[config.mk]
export PLATFORM = sky130hd
export DESIGN_NAME = cpu_sequencer_flat
export DESIGN_NICKNAME = d
export VERILOG_FILES = /design/src/rtl/cpu_sequencer_if.sv /design/src/rtl/cpu_sequencer.sv /design/src/flat_wrapper.sv
export SDC_FILE = /design/constraint.sdc
export NUM_CORES = 1
export LEC_CHECK = 0
export ABC_AREA = 1
export ABC_CLOCK_PERIOD_IN_PS = 1300
export CAP_MARGIN = 0
export CORE_ASPECT_RATIO = 1.1
export CORE_UTILIZATION = 43
export CTS_BUF_LIST = sky130_fd_sc_hd__clkbuf_4 sky130_fd_sc_hd__clkbuf_8
export DETAILED_ROUTE_END_ITERATION = 10
export PLACE_DENSITY = 0.88
export SLEW_MARGIN = 10
export SYNTH_ARGS = -nofsm -noshare
export SYNTH_HDL_FRONTEND = slang
export SYNTH_SLANG_ARGS = --single-unit
[constraint.sdc]
create_clock -name clk -period 1.3 [get_ports clk]
set_input_delay 0.195 -clock clk [delete_from_list [all_inputs] [get_ports clk]]
set_output_delay 0.195 -clock clk [all_outputs]
set_load 0.02 [all_outputs]
[src/rtl/cpu_sequencer_if.sv]
`default_nettype none
// ============================================================================
// Module      : cpu_sequencer_if
// Description : Instruction-ROM fetch bus between the sequencer and its ROM.
// Revision    : 1.0
// ============================================================================
interface cpu_sequencer_if #(
    parameter int PC_W = 8
) ();
    logic            rom_req;
    logic [PC_W-1:0] rom_addr;
    logic            rom_ack;
    logic [7:0]      rom_data;

    modport master (
        output rom_req,
        output rom_addr,
        input  rom_ack,
        input  rom_data
    );

    modport slave (
        input  rom_req,
        input  rom_addr,
        output rom_ack,
        output rom_data
    );
endinterface
`default_nettype wire

[src/rtl/cpu_sequencer.sv]
`default_nettype none
// ============================================================================
// Module      : cpu_sequencer
// Description : Two-byte instruction fetch/decode/execute control sequencer.
// Revision    : 1.0
// ============================================================================
module cpu_sequencer #(
    parameter int          PC_W     = 8,
    parameter int unsigned RESET_PC = 0
) (
    input  wire logic              clk,
    input  wire logic              reset,
    input  wire logic              run,
    cpu_sequencer_if.master        rom,
    output logic                   rd_en_a,
    output logic                   rd_en_b,
    output logic [2:0]             rd_addr_a,
    output logic [2:0]             rd_addr_b,
    output logic [7:0]             imm,
    output logic                   mul_sel,
    output logic                   alu_en,
    output logic [2:0]             fs,
    output logic                   wr_en,
    output logic [2:0]             wr_addr,
    output logic                   busy,
    output logic                   halted
);

    localparam logic [2:0] c_OP_JUMP = 3'b110;
    localparam logic [2:0] c_OP_HALT = 3'b111;

    typedef enum logic [2:0] {
        S_IDLE     = 3'd0,
        S_FETCH_HI = 3'd1,
        S_FETCH_LO = 3'd2,
        S_DECODE   = 3'd3,
        S_READ     = 3'd4,
        S_EXEC     = 3'd5,
        S_WRITE    = 3'd6,
        S_HALT     = 3'd7
    } state_t;

    state_t          r_state;
    state_t          w_state_next;
    logic [PC_W-1:0] r_pc;
    logic [7:0]      r_ir_hi;
    logic [7:0]      r_ir_lo;
    logic            w_rom_req;
    logic            w_ack;

    logic [2:0]      w_opcode;
    logic            w_operand_num;
    logic            w_op2_type;
    logic [2:0]      w_op1_addr;
    logic            w_use_reg_b;
    logic [PC_W-1:0] w_jump_target;

    assign w_opcode      = r_ir_hi[7:5];
    assign w_operand_num = r_ir_hi[4];
    assign w_op2_type    = r_ir_hi[3];
    assign w_op1_addr    = r_ir_hi[2:0];
    // Second register port is only needed for a two-operand register-register op.
    assign w_use_reg_b   = w_operand_num & ~w_op2_type;
    assign w_jump_target = PC_W'(r_ir_lo);

    // An ack without a live request is meaningless and must not advance fetch.
    assign w_ack        = w_rom_req & rom.rom_ack;
    assign rom.rom_req  = w_rom_req;
    assign rom.rom_addr = r_pc;

    assign busy   = (r_state != S_IDLE) && (r_state != S_HALT);
    assign halted = (r_state == S_HALT);

    always_ff @(posedge clk) begin
        if (reset) begin
            r_state <= S_IDLE;
            r_pc    <= PC_W'(RESET_PC);
            r_ir_hi <= 8'h00;
            r_ir_lo <= 8'h00;
        end else begin
            r_state <= w_state_next;
            case (r_state)
                S_FETCH_HI: begin
                    if (w_ack) begin
                        r_ir_hi <= rom.rom_data;
                        r_pc    <= r_pc + 1'b1;
                    end
                end
                S_FETCH_LO: begin
                    if (w_ack) begin
                        r_ir_lo <= rom.rom_data;
                        r_pc    <= r_pc + 1'b1;
                    end
                end
                S_DECODE: begin
                    if (w_opcode == c_OP_JUMP) begin
                        r_pc <= w_jump_target;
                    end
                end
                default: ;
            endcase
        end
    end

    always_comb begin
        w_state_next = r_state;
        w_rom_req    = 1'b0;
        rd_en_a      = 1'b0;
        rd_en_b      = 1'b0;
        rd_addr_a    = 3'd0;
        rd_addr_b    = 3'd0;
        imm          = 8'h00;
        mul_sel      = 1'b0;
        alu_en       = 1'b0;
        fs           = 3'd0;
        wr_en        = 1'b0;
        wr_addr      = 3'd0;

        case (r_state)
            S_IDLE: begin
                if (run) begin
                    w_state_next = S_FETCH_HI;
                end
            end
            S_FETCH_HI: begin
                w_rom_req = 1'b1;
                if (rom.rom_ack) begin
                    w_state_next = S_FETCH_LO;
                end
            end
            S_FETCH_LO: begin
                w_rom_req = 1'b1;
                if (rom.rom_ack) begin
                    w_state_next = S_DECODE;
                end
            end
            S_DECODE: begin
                if (w_opcode == c_OP_HALT) begin
                    w_state_next = S_HALT;
                end else if (w_opcode == c_OP_JUMP) begin
                    w_state_next = run ? S_FETCH_HI : S_IDLE;
                end else begin
                    w_state_next = S_READ;
                end
            end
            S_READ: begin
                rd_en_a      = 1'b1;
                rd_en_b      = w_use_reg_b;
                rd_addr_a    = w_op1_addr;
                rd_addr_b    = r_ir_lo[2:0];
                mul_sel      = w_op2_type;
                imm          = r_ir_lo;
                w_state_next = S_EXEC;
            end
            S_EXEC: begin
                rd_en_a      = 1'b1;
                rd_en_b      = w_use_reg_b;
                rd_addr_a    = w_op1_addr;
                rd_addr_b    = r_ir_lo[2:0];
                mul_sel      = w_op2_type;
                imm          = r_ir_lo;
                alu_en       = 1'b1;
                fs           = w_opcode;
                w_state_next = S_WRITE;
            end
            S_WRITE: begin
                mul_sel      = w_op2_type;
                imm          = r_ir_lo;
                wr_en        = 1'b1;
                wr_addr      = w_op1_addr;
                w_state_next = run ? S_FETCH_HI : S_IDLE;
            end
            S_HALT: begin
                w_state_next = S_HALT;
            end
            default: begin
                w_state_next = S_IDLE;
            end
        endcase
    end

endmodule
`default_nettype wire
[src/flat_wrapper.sv]
// flat-port wrapper written by rule: the top's interface ports become plain ports
module cpu_sequencer_flat 
#(
    parameter int          PC_W     = 8,
    parameter int unsigned RESET_PC = 0
)
  (clk, reset, run, rd_en_a, rd_en_b, rd_addr_a, rd_addr_b, imm, mul_sel, alu_en, fs, wr_en, wr_addr, busy, halted, rom_rom_req, rom_rom_addr, rom_rom_ack, rom_rom_data);
  cpu_sequencer_if #(.PC_W(PC_W)) rom_i ();
  input  wire logic clk;
  input  wire logic reset;
  input  wire logic run;
  output logic rd_en_a;
  output logic rd_en_b;
  output logic [2:0] rd_addr_a;
  output logic [2:0] rd_addr_b;
  output logic [7:0] imm;
  output logic mul_sel;
  output logic alu_en;
  output logic [2:0] fs;
  output logic wr_en;
  output logic [2:0] wr_addr;
  output logic busy;
  output logic halted;
  output wire logic [$bits(rom_i.rom_req)-1:0] rom_rom_req;
  output wire logic [$bits(rom_i.rom_addr)-1:0] rom_rom_addr;
  input wire logic [$bits(rom_i.rom_ack)-1:0] rom_rom_ack;
  input wire logic [$bits(rom_i.rom_data)-1:0] rom_rom_data;
  assign rom_rom_req = rom_i.rom_req;
  assign rom_rom_addr = rom_i.rom_addr;
  assign rom_i.rom_ack = rom_rom_ack;
  assign rom_i.rom_data = rom_rom_data;
  cpu_sequencer #(.PC_W(PC_W), .RESET_PC(RESET_PC)) u_core (.clk(clk), .reset(reset), .run(run), .rom(rom_i), .rd_en_a(rd_en_a), .rd_en_b(rd_en_b), .rd_addr_a(rd_addr_a), .rd_addr_b(rd_addr_b), .imm(imm), .mul_sel(mul_sel), .alu_en(alu_en), .fs(fs), .wr_en(wr_en), .wr_addr(wr_addr), .busy(busy), .halted(halted));
endmodule
**Word level (Yosys, flattened, before mapping)**

Cells that the tools add are included.

- Add/subtract/negate cells: 1
- Eq/ne operators: 15
- Mux-type cells: 21
- Bitwise operators: 3
- Reduce and logical (&&, ||, !) cells: 11

Operators with widths:

| operator | number |
|---|---|
| 3-bit two-way mux | 9 |
| 8-bit two-way mux | 3 |
| 3-bit one-hot mux with 8 select lines | 1 |
| 3-bit equality test, second input constant | 6 |
| 8-bit one-hot mux with 2 select lines | 1 |
| 8-bit by 1-bit adder with 8-bit output, second input constant | 1 |
| 1-bit two-way mux | 7 |
| 3-bit by 2-bit equality test with 1-bit output, second input constant | 2 |
| 2-bit inequality test, second input constant | 3 |
| 3-bit AND reduction | 2 |
| 2-bit by 1-bit inequality test with 1-bit output, second input constant | 2 |
| 2-bit AND reduction | 2 |
| 2-bit OR reduction | 2 |
| 3-bit by 1-bit equality test with 1-bit output, second input constant | 1 |
| 3-bit zero test | 1 |
| 3-bit inequality test, second input constant | 1 |
| 3-bit nonzero test | 1 |
| 3-bit OR reduction | 1 |
| 1-bit bitwise AND | 2 |
| 2-bit nonzero test | 1 |
| 1-bit logical AND | 1 |
| 1-bit inverter | 1 |

- Flip-flop bits (word level): 27
- Bits of input ports: 12
- Output and inout port bits: 36

**Longest topological paths before layout**

Gate-level depths: netlist of the first run.

- Depth in word-level cells: 6
- Depth in mapped cells: 9
- Gate-level depth less buffers: 8

**Least setup slack after synthesis of the first run**

No wires, ideal clock.

- Path type: reg2out
- Start: reg u_core.r_state[2]
- End: out fs[0]
- Arrival time: 1.738 ns
- Required time: 1.105 ns
- Setup slack: -0.633 ns
- Stages on the path, launching flop included: 8
- Cells stage by stage: dfxtp_1 -> buf_6 -> inv_2 -> nor2_1 -> inv_2 -> nor2_1 -> inv_1 -> nor2_1

- Cells in the longest elaborated chain, start to end: 2

Ends and longest elaborated chain:

| element | line | RTL |
|---|---|---|
| start: declaration | cpu_sequencer.sv:43 | `state_t r_state;` |
| start signal: assignment | cpu_sequencer.sv:81 | `r_state <= w_state_next;` |
| 3-bit equality test | cpu_sequencer.sv:119 | `case (r_state)` |
| 3-bit two-way mux | cpu_sequencer.sv:119 |  |
| end: declaration | flat_wrapper.sv:19 | `output logic [2:0] fs;` |

Every way passes these cells.

**Worst setup path after layout of the first run**

- Start: reg u_core.r_pc[1] (netlist: u_core.rom.rom_addr[1])
- End: reg u_core.r_pc[3] (netlist: u_core.rom.rom_addr[3])

- Cells in the longest elaborated chain, start to end: 3

Ends and longest elaborated chain:

| element | line | RTL |
|---|---|---|
| start: declaration | cpu_sequencer.sv:45 | `logic [PC_W-1:0] r_pc;` |
| start signal: assignment | cpu_sequencer.sv:77 | `r_pc <= PC_W'(RESET_PC);` |
| start signal: assignment | cpu_sequencer.sv:86 | `r_pc <= r_pc + 1'b1;` |
| start signal: assignment | cpu_sequencer.sv:92 | `r_pc <= r_pc + 1'b1;` |
| 8-bit by 1-bit adder with 8-bit output | cpu_sequencer.sv:86, cpu_sequencer.sv:92 |  |
| 8-bit two-way mux | cpu_sequencer.sv:84, cpu_sequencer.sv:90 |  |
| 8-bit one-hot mux with 2 select lines | cpu_sequencer.sv:82 | `case (r_state)` |

Every way passes these cells. The select of a mux whose other input is x is not followed.
A chain may end at the register's enable or synchronous reset.

==> out/qor_table.md, run 1 <==
| Item | Value | Unit |
|---|---|---|
| Worst min-delay path class | in -> reg | - |
| Clock period minus final worst setup slack | 1.69 | ns |
| Vertical die dimension | 63.5 | um |
| Cts-stage hold buffer count | 0 | - |
| Antenna cell count | 0 | - |
| Worst hold path cell count | 3 | - |
| Worst Min Path Start | rom_rom_ack | - |
| Synthesis warning total | 0 | - |
| DIE AREA | 0.00368 | mm2 |
| Int Power | 1410 | uW |
| Maxcap violations | 0 | - |
| Number of nets in the finished design | 333 | - |
| Max Buffers Root-to-Sink | 2 | - |
| TritonCTS buffer count | 3 | - |
| Total Power Consumption | 2340 | uW |
| Timing-limited maximum frequency | 592 | MHz |
| Max-slew violation count | 0 | - |
| Net load switching power | 923 | uW |
| Hold violation total from the final report | 0 | - |
| Depth of the worst register-to-register path | 7 | - |
| Largest fanout on the critical path | 4 | - |
| CTS Sinks | 27 | - |
| Area of combinational cells with multiple inputs | 0.00115 | mm2 |
| Launch instance of the worst register-to-register path | u_core.rom.rom_addr[1]$_SDFFE_PP0P_ | - |
| Power per unit of standard cell area | 808 | mW/mm2 |
| Post-route worst hold slack | 0.486 | ns |
| Core area | 0.00315 | mm2 |
| Clock power frac | 0.184 | - |
| Count of buffers inserted at the top-level ports | 47 | - |
| Boundary pin count | 48 | - |
| Finish-stage setup viols | 55 | - |
| Wire length of the first global-routing pass | 9.43 | mm |
| Final ANT Viol Nets | 0 | - |
| First-iteration detailed-routing DRC count | 329 | - |
| Critical path class | reg -> reg | - |
| Sequential cell fraction of total power | 0.407 | - |
| Hold endpoint | u_core.r_ir_lo[1]$_SDFFE_PP0P_ | - |
| Net switching fraction of the power | 0.395 | - |
| Worst endpoint required time | 1.56 | ns |
| Setup slack on the worst flop-to-flop path | -0.39 | ns |
| Layout fillers | 104 | - |
| Latest clock arrival within the worst-skew pair | 0.35 | ns |
| CP Capture Type | flip-flop | - |
| First drt pass iteration count | 9 | - |
| Placed cells | 336 | - |
| Actual transition at the worst max-transition pin | 0.544 | ns |
| CTS clock-pin slew for the worst setup and hold paths | 0.18 | ns |
| Number of global-route vias before repair | 1,981 | - |
| DRC violation count after routing | 2 | - |
| Instance area after placement | 0.00234 | mm2 |
| Root buffer cell | sky130_fd_sc_hd__clkbuf_4 | - |
| Fraction of final layout cells with drive strength greater than 1 | 0.533 | - |
| Clock tree from TritonCTS | yes | - |
| Drt wl/cell | 23.2 | um |
| Vias per cell | 6.50 | - |
| Fin worst setup slack | -0.388 | ns |
| Share of the cycle needed by the critical path after routing | 1.30 | - |
| Maximum level of the CTS H-tree | 1 | - |
| Number of cells in the finished layout apart from fillers | 353 | - |
| Arrival time of data at the critical path endpoint | 1.94 | ns |
| Number of antenna violations at the first check in global routing | 0 | - |
| Routed wire length | 8.19 | mm |
| Aggregate global routing overflow | 0 | - |
| Kind of start point of the critical path | flip-flop | - |
| Setup repair after global routing missed its margin | true | - |
| Placer's final routability congestion estimate | 0.877 | - |
| Count of state elements after synthesis | 27 | - |
| End of the worst register-to-register path | u_core.rom.rom_addr[3]$_SDFFE_PP0P_ | - |
| Synthesized area | 0.00148 | mm2 |
| Fraction of the yosys area taken by sequential cells | 0.365 | - |
| Number of vias after detailed routing | 2,293 | - |
| Leakage Power | 0.00114 | uW |
| Combined global-route utilization of all metal layers | 0.332 | - |
| Worst clock skew on the final layout | 0.00327 | ns |
| Pin count of the biggest net entering global routing | 22 | - |
| Width of the die | 57.9 | um |
| Initial standard-cell utilization of the core | 0.469 | - |
| Gate power share | 0.409 | - |
| Register area | 553 | um2 |
| Area delta synth->final | 95.7 | % |
| Outcome | finished with violations | - |
| Synthesized Nets | 235 | - |
| Post-route cell area | 0.00289 | mm2 |
| Row cnt | 21 | - |
| Post-Synthesis Mean Instance Area | 6.66 | um2 |
| Worst vdd ir | 618 | uV |
| Violated checks | design-rule violations, negative setup slack | - |
| Cells after Synth | 222 | - |
| Estimated wirelength of the detail-placed design | 3.24 | mm |
| Relative slew margins | 0.637 | - |
| Distinct cells, synth | 28 | - |
==> cell families (layout without fill, tap and decap cells) <==
kind of cell,Yosys count,after routing,share of synthesized area
adder cells (fa/ha/maj),1,1,0.00846
AO/OA/AOI/OAI,55,55,0.204
AND/OR/NAND/NOR,101,102,0.313
buffers and inverters,38,134,0.109
flip-flops,27,27,0.365
==> cell type report <==
class	instances	area share
flip-flops and latches	27	0.191
clock buffers	3	0.00778
inverters	31	0.0463
well taps	34	0.0147
repair buffers	99	0.341
multi-input cells	158	0.396
clock inverters	1	0.00259
==> metrics by stage <==
step / util / TNS [ns] / worst slack (ns)
after floorplan: - / -0.152 / -0.0661
after global placement: 0.741 / -9.35 / -0.308
after detailed placement: 0.741 / -10.73 / -0.345
after CTS: 0.831 / -5.57 / -0.235
after global routing: 0.918 / -11.08 / -0.413
final: 0.918 / -10.79 / -0.388
==> power groups by stage <==
| stage | registers [uW] | clock network [uW] | logic (uW) |
|---|---|---|---|
| 6_report | 952 | 430 | 955 |
| 5_1_grt | 950 | 431 | 983 |
| 4_1_cts | 926 | 387 | 747 |
| 3_5_place_dp | 941 | 0 | 581 |
| 3_3_place_gp | 938 | 0 | 566 |
| 2_1_floorplan | 948 | 0 | 300 |
==> sequential cells by signal (all words and copies together) (netlist names) <==
name,cells
u_core.r_ir_hi,8
u_core.r_ir_lo,8
u_core.rom.rom_addr,8
u_core.r_state,3
==> metal layers <==
metal,routed length (um),track usage,part of all wire,up-vias
met3,840,0.0472,0.10,73
met5,0,0,0,-
met1,2940,0.390,0.36,1065
met4,646,0.173,0.079,0
met2,3760,0.572,0.46,240
li1,-,-,-,915
==> worst max-delay path, cell delays in order, from the launching register on <==
cell and delay (ns):
sky130_fd_sc_hd__dfxtp_1 0.46, sky130_fd_sc_hd__nand2_1 0.14, sky130_fd_sc_hd__nor2_1 0.32, sky130_fd_sc_hd__nand2_1 0.16, sky130_fd_sc_hd__o22ai_1 0.22, sky130_fd_sc_hd__nand2_1 0.14, sky130_fd_sc_hd__nand2_1 0.10, sky130_fd_sc_hd__a21oi_1 0.05
==> cell usage after synthesis <==
cell | count | area share
sky130_fd_sc_hd__nand2_1 | 37 | 0.094
sky130_fd_sc_hd__nor2_1 | 36 | 0.091
sky130_fd_sc_hd__inv_1 | 28 | 0.071
sky130_fd_sc_hd__dfxtp_1 | 27 | 0.37
sky130_fd_sc_hd__a21oi_1 | 23 | 0.078
sky130_fd_sc_hd__o21ai_0 | 23 | 0.078
sky130_fd_sc_hd__nand3_1 | 14 | 0.047
sky130_fd_sc_hd__buf_2 | 3 | 0.010
sky130_fd_sc_hd__inv_2 | 3 | 0.0076
sky130_fd_sc_hd__nand3_2 | 3 | 0.020
sky130_fd_sc_hd__buf_4 | 2 | 0.010
sky130_fd_sc_hd__nand2_2 | 2 | 0.0085
sky130_fd_sc_hd__nand2_4 | 2 | 0.015
sky130_fd_sc_hd__nor2_4 | 2 | 0.015
sky130_fd_sc_hd__o22ai_1 | 2 | 0.0085
sky130_fd_sc_hd__o31ai_1 | 2 | 0.010
sky130_fd_sc_hd__or2_2 | 2 | 0.0085
sky130_fd_sc_hd__a21oi_4 | 1 | 0.011
sky130_fd_sc_hd__a31oi_1 | 1 | 0.0042
sky130_fd_sc_hd__buf_6 | 1 | 0.0076
sky130_fd_sc_hd__clkbuf_1 | 1 | 0.0025
sky130_fd_sc_hd__ha_1 | 1 | 0.0085
sky130_fd_sc_hd__nand3b_1 | 1 | 0.0051
sky130_fd_sc_hd__nand4_1 | 1 | 0.0042
sky130_fd_sc_hd__nor3_1 | 1 | 0.0034
sky130_fd_sc_hd__o21ai_1 | 1 | 0.0034
sky130_fd_sc_hd__o21ai_2 | 1 | 0.0059
sky130_fd_sc_hd__o21bai_1 | 1 | 0.0051
==> how the worst max path moves through the flow <==
stage,from,to,slack (ns),depth (start not counted)
2_1_floorplan,u_core.r_state[2]$_SDFFE_PP0P_,fs[2],-0.07,7
3_3_place_gp,u_core.r_state[1]$_SDFFE_PP0P_,fs[2],-0.31,6
3_5_place_dp,u_core.r_state[1]$_SDFFE_PP0P_,fs[2],-0.35,6
4_1_cts,u_core.r_state[2]$_SDFFE_PP0P_,rd_en_b,-0.24,6
5_1_grt,u_core.rom.rom_addr[1]$_SDFFE_PP0P_,u_core.rom.rom_addr[3]$_SDFFE_PP0P_,-0.41,7
6_report,u_core.rom.rom_addr[1]$_SDFFE_PP0P_,u_core.rom.rom_addr[3]$_SDFFE_PP0P_,-0.39,7
==> what timing repair did <==
action,4_1_cts,5_1_grt
pin swaps,6,9
gates cloned,2,2
resized for setup,227,81
buffers inserted,7,2
endpoints found under the setup margin,54,59
==> cells in the final DEF, fill, tap and decap left out, types with 2 or more instances in the layout <==
cell type,instances
sky130_fd_sc_hd__nor2_4,23
sky130_fd_sc_hd__clkbuf_16,2
sky130_fd_sc_hd__o22ai_1,2
sky130_fd_sc_hd__inv_4,3
sky130_fd_sc_hd__nand2_2,5
sky130_fd_sc_hd__nand2_1,31
sky130_fd_sc_hd__nand2_4,5
sky130_fd_sc_hd__o21ai_4,2
sky130_fd_sc_hd__a21oi_1,14
sky130_fd_sc_hd__dlygate4sd2_1,3
sky130_fd_sc_hd__clkbuf_2,3
sky130_fd_sc_hd__o21ai_1,8
sky130_fd_sc_hd__nand3_4,3
sky130_fd_sc_hd__o21ai_2,11
sky130_fd_sc_hd__nand3_2,4
sky130_fd_sc_hd__nand3_1,10
sky130_fd_sc_hd__clkdlybuf4s15_1,2
sky130_fd_sc_hd__o21ai_0,4
sky130_fd_sc_hd__a21oi_2,9
sky130_fd_sc_hd__inv_1,24
sky130_fd_sc_hd__buf_8,2
sky130_fd_sc_hd__buf_4,42
sky130_fd_sc_hd__clkbuf_4,3
sky130_fd_sc_hd__dfxtp_1,23
sky130_fd_sc_hd__buf_6,30
sky130_fd_sc_hd__nor2_2,5
sky130_fd_sc_hd__inv_2,2
sky130_fd_sc_hd__dfxtp_4,3
sky130_fd_sc_hd__inv_6,2
sky130_fd_sc_hd__nor2_1,10
sky130_fd_sc_hd__o31ai_1,2
sky130_fd_sc_hd__clkdlybuf4s50_1,10
sky130_fd_sc_hd__buf_12,4
(Power assumes the default switching activity.)
==> run 2, diff against run 1 <==
- TNS_END_PERCENT: default -> 30
==> run 2 against run 1 <==
Net effect: first-iteration DRC count down 61%; largest power group is now registers; sequential cell count unchanged; non-clock buffer count down 10; the flow still finishes with violations (design-rule violations, negative setup slack).
==> out/qor_table.md, run 2 (same netlist as run 1, synthesis figures left out) <==
| Item | Value | Unit | Change |
|---|---|---|---|
| Outcome | finished with violations | - | unchanged |
| Violated checks | design-rule violations, negative setup slack | - | unchanged |
| Setup TNS Final | -5.90 | ns | was -10.79 ns |
| Arrival time of data at the critical path endpoint | 1.36 | ns | was 1.94 ns |
| Most common cell after layout, fill and taps aside | sky130_fd_sc_hd__buf_4 | - | unchanged |
| CTS Sinks | 27 | - | unchanged |
| Pin count of the biggest net entering global routing | 22 | - | unchanged |
| DIE AREA | 0.00368 | mm2 | unchanged |
| Root buffer cell | sky130_fd_sc_hd__clkbuf_4 | - | unchanged |
| Maxcap violations | 0 | - | unchanged |
| CTS clock-pin slew for the worst setup and hold paths | 0.15 | ns | was 0.18 ns |
| Number of antenna violations at the first check in global routing | 0 | - | unchanged |
| Final ANT Viol Nets | 0 | - | unchanged |
| TritonCTS buffer count | 3 | - | unchanged |
| Aggregate global routing overflow | 0 | - | unchanged |
| Area delta synth->final | 69.5 | % | was 95.7% |
| Number of global-route vias before repair | 1,656 | - | was 1,981 |
| Vertical die dimension | 63.5 | um | unchanged |
| Fraction of final layout cells with drive strength greater than 1 | 0.409 | - | was 0.533 |
| Antenna cell count | 0 | - | unchanged |
| Setup repair after global routing missed its margin | true | - | unchanged |
| Drt wl/cell | 13.5 | um | was 23.2 um |
| Estimated wirelength of the detail-placed design | 3.24 | mm | unchanged |
| Boundary pin count | 48 | - | unchanged |
| Worst setup slack before clock tree synthesis | -0.345 | ns | unchanged |
| Hold violation total from the final report | 0 | - | unchanged |
| Max Buffers Root-to-Sink | 2 | - | unchanged |
| Initial standard-cell utilization of the core | 0.469 | - | unchanged |
| Relative slew margins | 0.792 | - | was 0.637 |
| Worst vdd ir | 449 | uV | was 618 uV |
| Largest fanout on the critical path | 7 | - | was 4 |
| Top library cells by usage in the layout, fill and taps aside | sky130_fd_sc_hd__buf_4 (47), sky130_fd_sc_hd__nand2_1 (35), sky130_fd_sc_hd__inv_1 (25) | - | was sky130_fd_sc_hd__buf_4 (42), sky130_fd_sc_hd__nand2_1 (31), sky130_fd_sc_hd__buf_6 (30) |
| CP Capture Type | primary output | - | was flip-flop |
| Vias per cell | 5.21 | - | was 6.50 |
| Finish-stage setup viols | 39 | - | was 55 |
| Maximum level of the CTS H-tree | 1 | - | unchanged |
| Worst endpoint required time | 1.11 | ns | was 1.56 ns |
| Placer's final routability congestion estimate | 0.877 | - | unchanged |
| Fin worst setup slack | -0.259 | ns | was -0.388 ns |
| DRC violation count after routing | 2 | - | unchanged |
| Routed wire length | 4.62 | mm | was 8.19 mm |
| Worst clock skew on the final layout | 0.00467 | ns | was 0.00327 ns |
| Row cnt | 21 | - | unchanged |
| First drt pass iteration count | 7 | - | was 9 |
| Cts-stage hold buffer count | 0 | - | unchanged |
| Final core occ | 0.795 | - | was 0.918 |
| Kind of start point of the critical path | flip-flop | - | unchanged |
| Actual transition at the worst max-transition pin | 0.311 | ns | was 0.544 ns |
| Number of vias after detailed routing | 1,782 | - | was 2,293 |
| Combined global-route utilization of all metal layers | 0.243 | - | was 0.332 |
| Power per unit of standard cell area | 782 | mW/mm2 | was 808 mW/mm2 |
| Latest clock arrival within the worst-skew pair | 0.33 | ns | was 0.35 ns |
| Clock period minus final worst setup slack | 1.56 | ns | was 1.69 ns |
| Number of nets in the finished design | 322 | - | was 333 |
| Core area | 0.00315 | mm2 | unchanged |
| Leakage Power | 0.00101 | uW | was 0.00114 uW |
| Critical path class | reg -> out | - | was reg -> reg |
| First-iteration detailed-routing DRC count | 127 | - | was 329 |
| Wire length of the first global-routing pass | 7.11 | mm | was 9.43 mm |
| Timing-limited maximum frequency | 641 | MHz | was 592 MHz |
| Share of the cycle needed by the critical path after routing | 1.20 | - | was 1.30 |
| Max-slew violation count | 0 | - | unchanged |
| Width of the die | 57.9 | um | unchanged |
| Worst min-delay path class | in -> reg | - | unchanged |
| Clock tree from TritonCTS | yes | - | unchanged |
| Count of buffers inserted at the top-level ports | 47 | - | unchanged |
run 2: cell types whose count changed in the layout (fill, tap and decap cells not counted), moves of 3 or more:
| cell | previous run | this run |
|---|---|---|
| sky130_fd_sc_hd__o21ai_2 | 11 | 1 |
| sky130_fd_sc_hd__nor2_1 | 10 | 19 |
| sky130_fd_sc_hd__a21oi_1 | 14 | 19 |
| sky130_fd_sc_hd__a21oi_2 | 9 | 4 |
| sky130_fd_sc_hd__buf_6 | 30 | 20 |
| sky130_fd_sc_hd__nand2_1 | 31 | 35 |
| sky130_fd_sc_hd__nor2_4 | 23 | 13 |
| sky130_fd_sc_hd__buf_4 | 42 | 47 |
| sky130_fd_sc_hd__nand2_2 | 5 | 2 |
| sky130_fd_sc_hd__o21ai_0 | 4 | 17 |
run 2: worst paths after layout:
kind / from / endpoint / slack [ns] / cells past startpoint
setup / recovery: u_core.r_state[2]$_SDFFE_PP0P_ / rd_en_b / -0.26 / 6
hold / removal: rom_rom_data[6] / u_core.r_ir_hi[6]$_SDFFE_PP0P_ / 0.51 / 3
setup reg to reg: u_core.r_state[2]$_SDFFE_PP0P_ / u_core.r_state[0]$_SDFFE_PP0P_ / -0.13 / 10
hold reg to reg: u_core.rom.rom_addr[0]$_SDFFE_PP0P_ / u_core.rom.rom_addr[0]$_SDFFE_PP0P_ / 0.54 / 2
run 2: stage by stage:
| step | cells | hold WS (ns) | instance area (um2) | power, uW |
|---|---|---|---|---|
| after floorplan | 222 | 0.257 | 1530 | 1250 |
| after global placement | 336 | 0.459 | 2340 | 1500 |
| after detailed placement | 336 | 0.476 | 2340 | 1520 |
| after CTS | 340 | 0.506 | 2420 | 1920 |
| after global routing | 342 | 0.532 | 2510 | 2060 |
| final | 342 | 0.514 | 2510 | 1960 |
run 2: cell type report:
type / count / area (um2)
timing repair buffer: 89 / 810
clock inverter: 1 / 7.51
inverter: 31 / 126
clock buffer: 3 / 22.5
sequential: 27 / 552
multi-input combinational: 157 / 946
tap: 34 / 42.5
fill: 202 / 647
run 2: timing repair:
action / in CTS / in global routing
resized for setup: 187 / 33
cloned: 0 / 0
setup endpoints to repair: 54 / 59
buffers inserted: 0 / 2
pin swaps: 5 / 9
run 2: layer usage:
| metal | GRT usage | share of wire | vias to the layer above |
|---|---|---|---|
| li1 | - | - | 893 |
| met1 | 0.299 | 0.43 | 819 |
| met4 | 0.0774 | 0.0056 | 0 |
| met3 | 0.0308 | 0.053 | 4 |
| met2 | 0.430 | 0.51 | 66 |
| met5 | 0 | 0 | - |
run 2: report_power, final:
group | switching [uW] | leakage, uW | internal [uW] | total (uW)
Clock | 266 | 0.0000139 | 118 | 383
Combinational | 364 | 0.000773 | 287 | 651
Sequential | 44.4 | 0.000222 | 882 | 927
Total | 674 | 0.00101 | 1290 | 1960
run 2: critical path, stage by stage, from the launching register on:
cell,delay (ns)
sky130_fd_sc_hd__dfxtp_4,0.40
sky130_fd_sc_hd__inv_4,0.04
sky130_fd_sc_hd__nor2_4,0.13
sky130_fd_sc_hd__inv_4,0.06
sky130_fd_sc_hd__buf_12,0.14
sky130_fd_sc_hd__nor3_4,0.12
sky130_fd_sc_hd__buf_6,0.14
==> run 3, diff against run 2 <==
- CORE_ASPECT_RATIO: 1.1 -> 1.75
==> run 3 against run 2 <==
Net effect: the run ends with negative setup slack left; clock skew increased by 0.0030 ns; die area increased by 0.24%; count of clock-buffer cells in the layout unchanged; wire length increased by 8.3%; global-route usage increased by 4.5 points; non-clock buffer count decreased by 1; highest routed layer unchanged.
==> out/qor_table.md, run 3 (same netlist as run 1, synthesis figures left out) <==
| Item | Value | Unit | Change |
|---|---|---|---|
| Core area | 0.00321 | mm2 | was 0.00315 mm2 |
| Timing-limited maximum frequency | 678 | MHz | was 641 MHz |
| Worst endpoint required time | 1.11 | ns | about the same |
| First-iteration detailed-routing DRC count | 51 | - | was 127 |
| Placer's final routability congestion estimate | 0.908 | - | was 0.877 |
| Actual transition at the worst max-transition pin | 0.632 | ns | was 0.311 ns |
| Latest clock arrival within the worst-skew pair | 0.28 | ns | was 0.33 ns |
| Clock period minus final worst setup slack | 1.47 | ns | was 1.56 ns |
| Largest fanout on the critical path | 8 | - | was 7 |
| Met2 track demand over resource in global routing | 0.536 | - | was 0.430 |
| Final ANT Viol Nets | 0 | - | unchanged |
| GRT Max-Usage Layer | met2 | - | unchanged |
| CP Capture Type | primary output | - | unchanged |
| Top library cells by usage in the layout, fill and taps aside | sky130_fd_sc_hd__buf_4 (48), sky130_fd_sc_hd__nand2_1 (34), sky130_fd_sc_hd__inv_1 (27) | - | was sky130_fd_sc_hd__buf_4 (47), sky130_fd_sc_hd__nand2_1 (35), sky130_fd_sc_hd__inv_1 (25) |
| CTS Sinks | 27 | - | unchanged |
| Setup TNS Final | -5.90 | ns | about the same |
| Antenna cell count | 0 | - | unchanged |
| Number of nets in the finished design | 321 | - | was 322 |
| Relative slew margins | 0.578 | - | was 0.792 |
| CTS clock-pin slew for the worst setup and hold paths | 0.10 | ns | was 0.15 ns |
| Number of vias after detailed routing | 1,812 | - | was 1,782 |
| Kind of start point of the critical path | flip-flop | - | unchanged |
| Most common cell after layout, fill and taps aside | sky130_fd_sc_hd__buf_4 | - | unchanged |
| Combined global-route utilization of all metal layers | 0.288 | - | was 0.243 |
| Post-route worst hold slack | 0.505 | ns | was 0.514 ns |
| Vertical die dimension | 79.6 | um | was 63.5 um |
| Clock tree from TritonCTS | yes | - | unchanged |
| Worst clock skew on the final layout | 0.00770 | ns | was 0.00467 ns |
| Drt wl/cell | 14.3 | um | was 13.5 um |
| Pin count of the biggest net entering global routing | 22 | - | unchanged |
| Maxcap violations | 0 | - | unchanged |
| DIE AREA | 0.00369 | mm2 | was 0.00368 mm2 |
| Root buffer cell | sky130_fd_sc_hd__clkbuf_8 | - | was sky130_fd_sc_hd__clkbuf_4 |
| Fraction of final layout cells with drive strength greater than 1 | 0.401 | - | was 0.409 |
| Worst vdd ir | 799 | uV | was 449 uV |
| Power per unit of standard cell area | 837 | mW/mm2 | was 782 mW/mm2 |
| Slowest stage delay, CP | 0.44 | ns | was 0.40 ns |
| Max-slew violation count | 0 | - | unchanged |
| Share of the cycle needed by the critical path after routing | 1.13 | - | was 1.20 |
| Fin worst setup slack | -0.174 | ns | was -0.259 ns |
| Number of cells in the finished layout apart from fillers | 350 | - | was 342 |
| Width of the die | 46.3 | um | was 57.9 um |
| Wire length of the first global-routing pass | 7.72 | mm | was 7.11 mm |
| Finish-stage setup viols | 53 | - | was 39 |
| Row cnt | 27 | - | was 21 |
| Routed wire length | 5.00 | mm | was 4.62 mm |
| TritonCTS buffer count | 3 | - | unchanged |
| Aggregate global routing overflow | 0 | - | unchanged |
| Critical path buffer and inverter count | 2 | - | was 4 |
| Worst min-delay path class | reg -> reg | - | was in -> reg |
| Met1 Use GR | 0.288 | - | was 0.299 |
| Number of antenna violations at the first check in global routing | 0 | - | unchanged |
| First drt pass iteration count | 4 | - | was 7 |
| Arrival time of data at the critical path endpoint | 1.28 | ns | was 1.36 ns |
| Placed cells | 343 | - | was 336 |
| Boundary pin count | 48 | - | unchanged |
| Ordered list of cells on the worst path | nand2_1, nand2_2, buf_6, nor2_2, buf_4 | - | was inv_4, nor2_4, inv_4, buf_12, nor3_4, buf_6 |
| Delay-heaviest family, CP | flip-flops | - | unchanged |
| Critical path class | reg -> out | - | unchanged |
| Vias per cell | 5.18 | - | was 5.21 |
| Worst setup slack before clock tree synthesis | -0.403 | ns | was -0.345 ns |
| Maximum level of the CTS H-tree | 1 | - | unchanged |
| Number of global-route vias before repair | 1,766 | - | was 1,656 |
| Setup repair after global routing missed its margin | true | - | unchanged |
| Count of buffers inserted at the top-level ports | 47 | - | unchanged |
| Layout fillers | 219 | - | was 202 |
| Violated checks | negative setup slack | - | was design-rule violations, negative setup slack |
| Initial standard-cell utilization of the core | 0.461 | - | was 0.469 |
| Outcome | finished with violations | - | unchanged |
| DRC violation count after routing | 0 | - | was 2 |
| Area delta synth->final | 69.2 | % | was 69.5% |
| Leakage Power | 0.00101 | uW | about the same |
| Max Buffers Root-to-Sink | 2 | - | unchanged |
| Critical-path top delay cell | sky130_fd_sc_hd__dfxtp_4 | - | unchanged |
| Global routing met3 resource utilization | 0.0204 | - | was 0.0308 |
| Estimated wirelength of the detail-placed design | 3.47 | mm | was 3.24 mm |
| Hold violation total from the final report | 0 | - | unchanged |
-- run 3: cell types whose count changed in the layout (fill, tap and decap cells not counted), sizes merged --
| cell | change |
|---|---|
| buf | -2 |
| dlygate4sd2 | +5 |
| clkdlybuf4s15 | -1 |
| clkbuf | -3 |
-- run 3: where the power goes --
group	internal, uW	leakage (uW)	total, uW	switching [uW]
Clock	218	0.0000217	509	291
Sequential	881	0.000221	928	46.5
Combinational	294	0.000770	657	363
-- run 3: final cells by class --
cell class,instances,area [um2],area share
multi-input cells,157,943,0.377
clock inverters,1,7.51,0.00300
repair buffers,88,783,0.313
clock buffers,3,41.3,0.0165
well taps,43,53.8,0.0215
inverters,31,124,0.0495
flip-flops and latches,27,549,0.220
-- run 3: worst min-delay path: stages, from the launching register on --
cell and delay (ns):
sky130_fd_sc_hd__dfxtp_1 0.31, sky130_fd_sc_hd__inv_1 0.08, sky130_fd_sc_hd__a21oi_1 0.07
-- run 3: what timing repair did --
item,in CTS,in global routing
gates resized for setup,190,20
setup endpoints to repair,62,54
hold buffers,0,0
setup buffers,1,1
gates cloned,0,1
pin swaps,3,2
-- run 3: through the flow --
stage                util  area, um2  power [uW]
global route        0.780       2500        2190
detailed placement  0.715       2290        1510
finish              0.780       2500        2090
floorplan               -       1530        1250
global placement    0.715       2290        1500
CTS                 0.764       2450        2030
-- run 3: worst paths after layout --
check | cells after the start | slack [ns] | startpoint | end
setup / recovery | 5 | -0.17 | u_core.r_state[1]$_SDFFE_PP0P_ | imm[2]
setup reg to reg | 9 | -0.17 | u_core.r_state[0]$_SDFFE_PP0P_ | u_core.rom.rom_addr[7]$_SDFFE_PP0P_
hold / removal | 2 | 0.50 | u_core.r_ir_hi[4]$_SDFFE_PP0P_ | u_core.r_ir_hi[4]$_SDFFE_PP0P_
hold reg to reg | 2 | 0.50 | u_core.r_ir_hi[4]$_SDFFE_PP0P_ | u_core.r_ir_hi[4]$_SDFFE_PP0P_
-- run 3: routing by layer --
| metal | wire (um) | part of all wire |
|---|---|---|
| met1 | 1750 | 0.35 |
| met2 | 2950 | 0.59 |
| met3 | 114 | 0.023 |
| met4 | 180 | 0.036 |
| met5 | 0 | 0 |
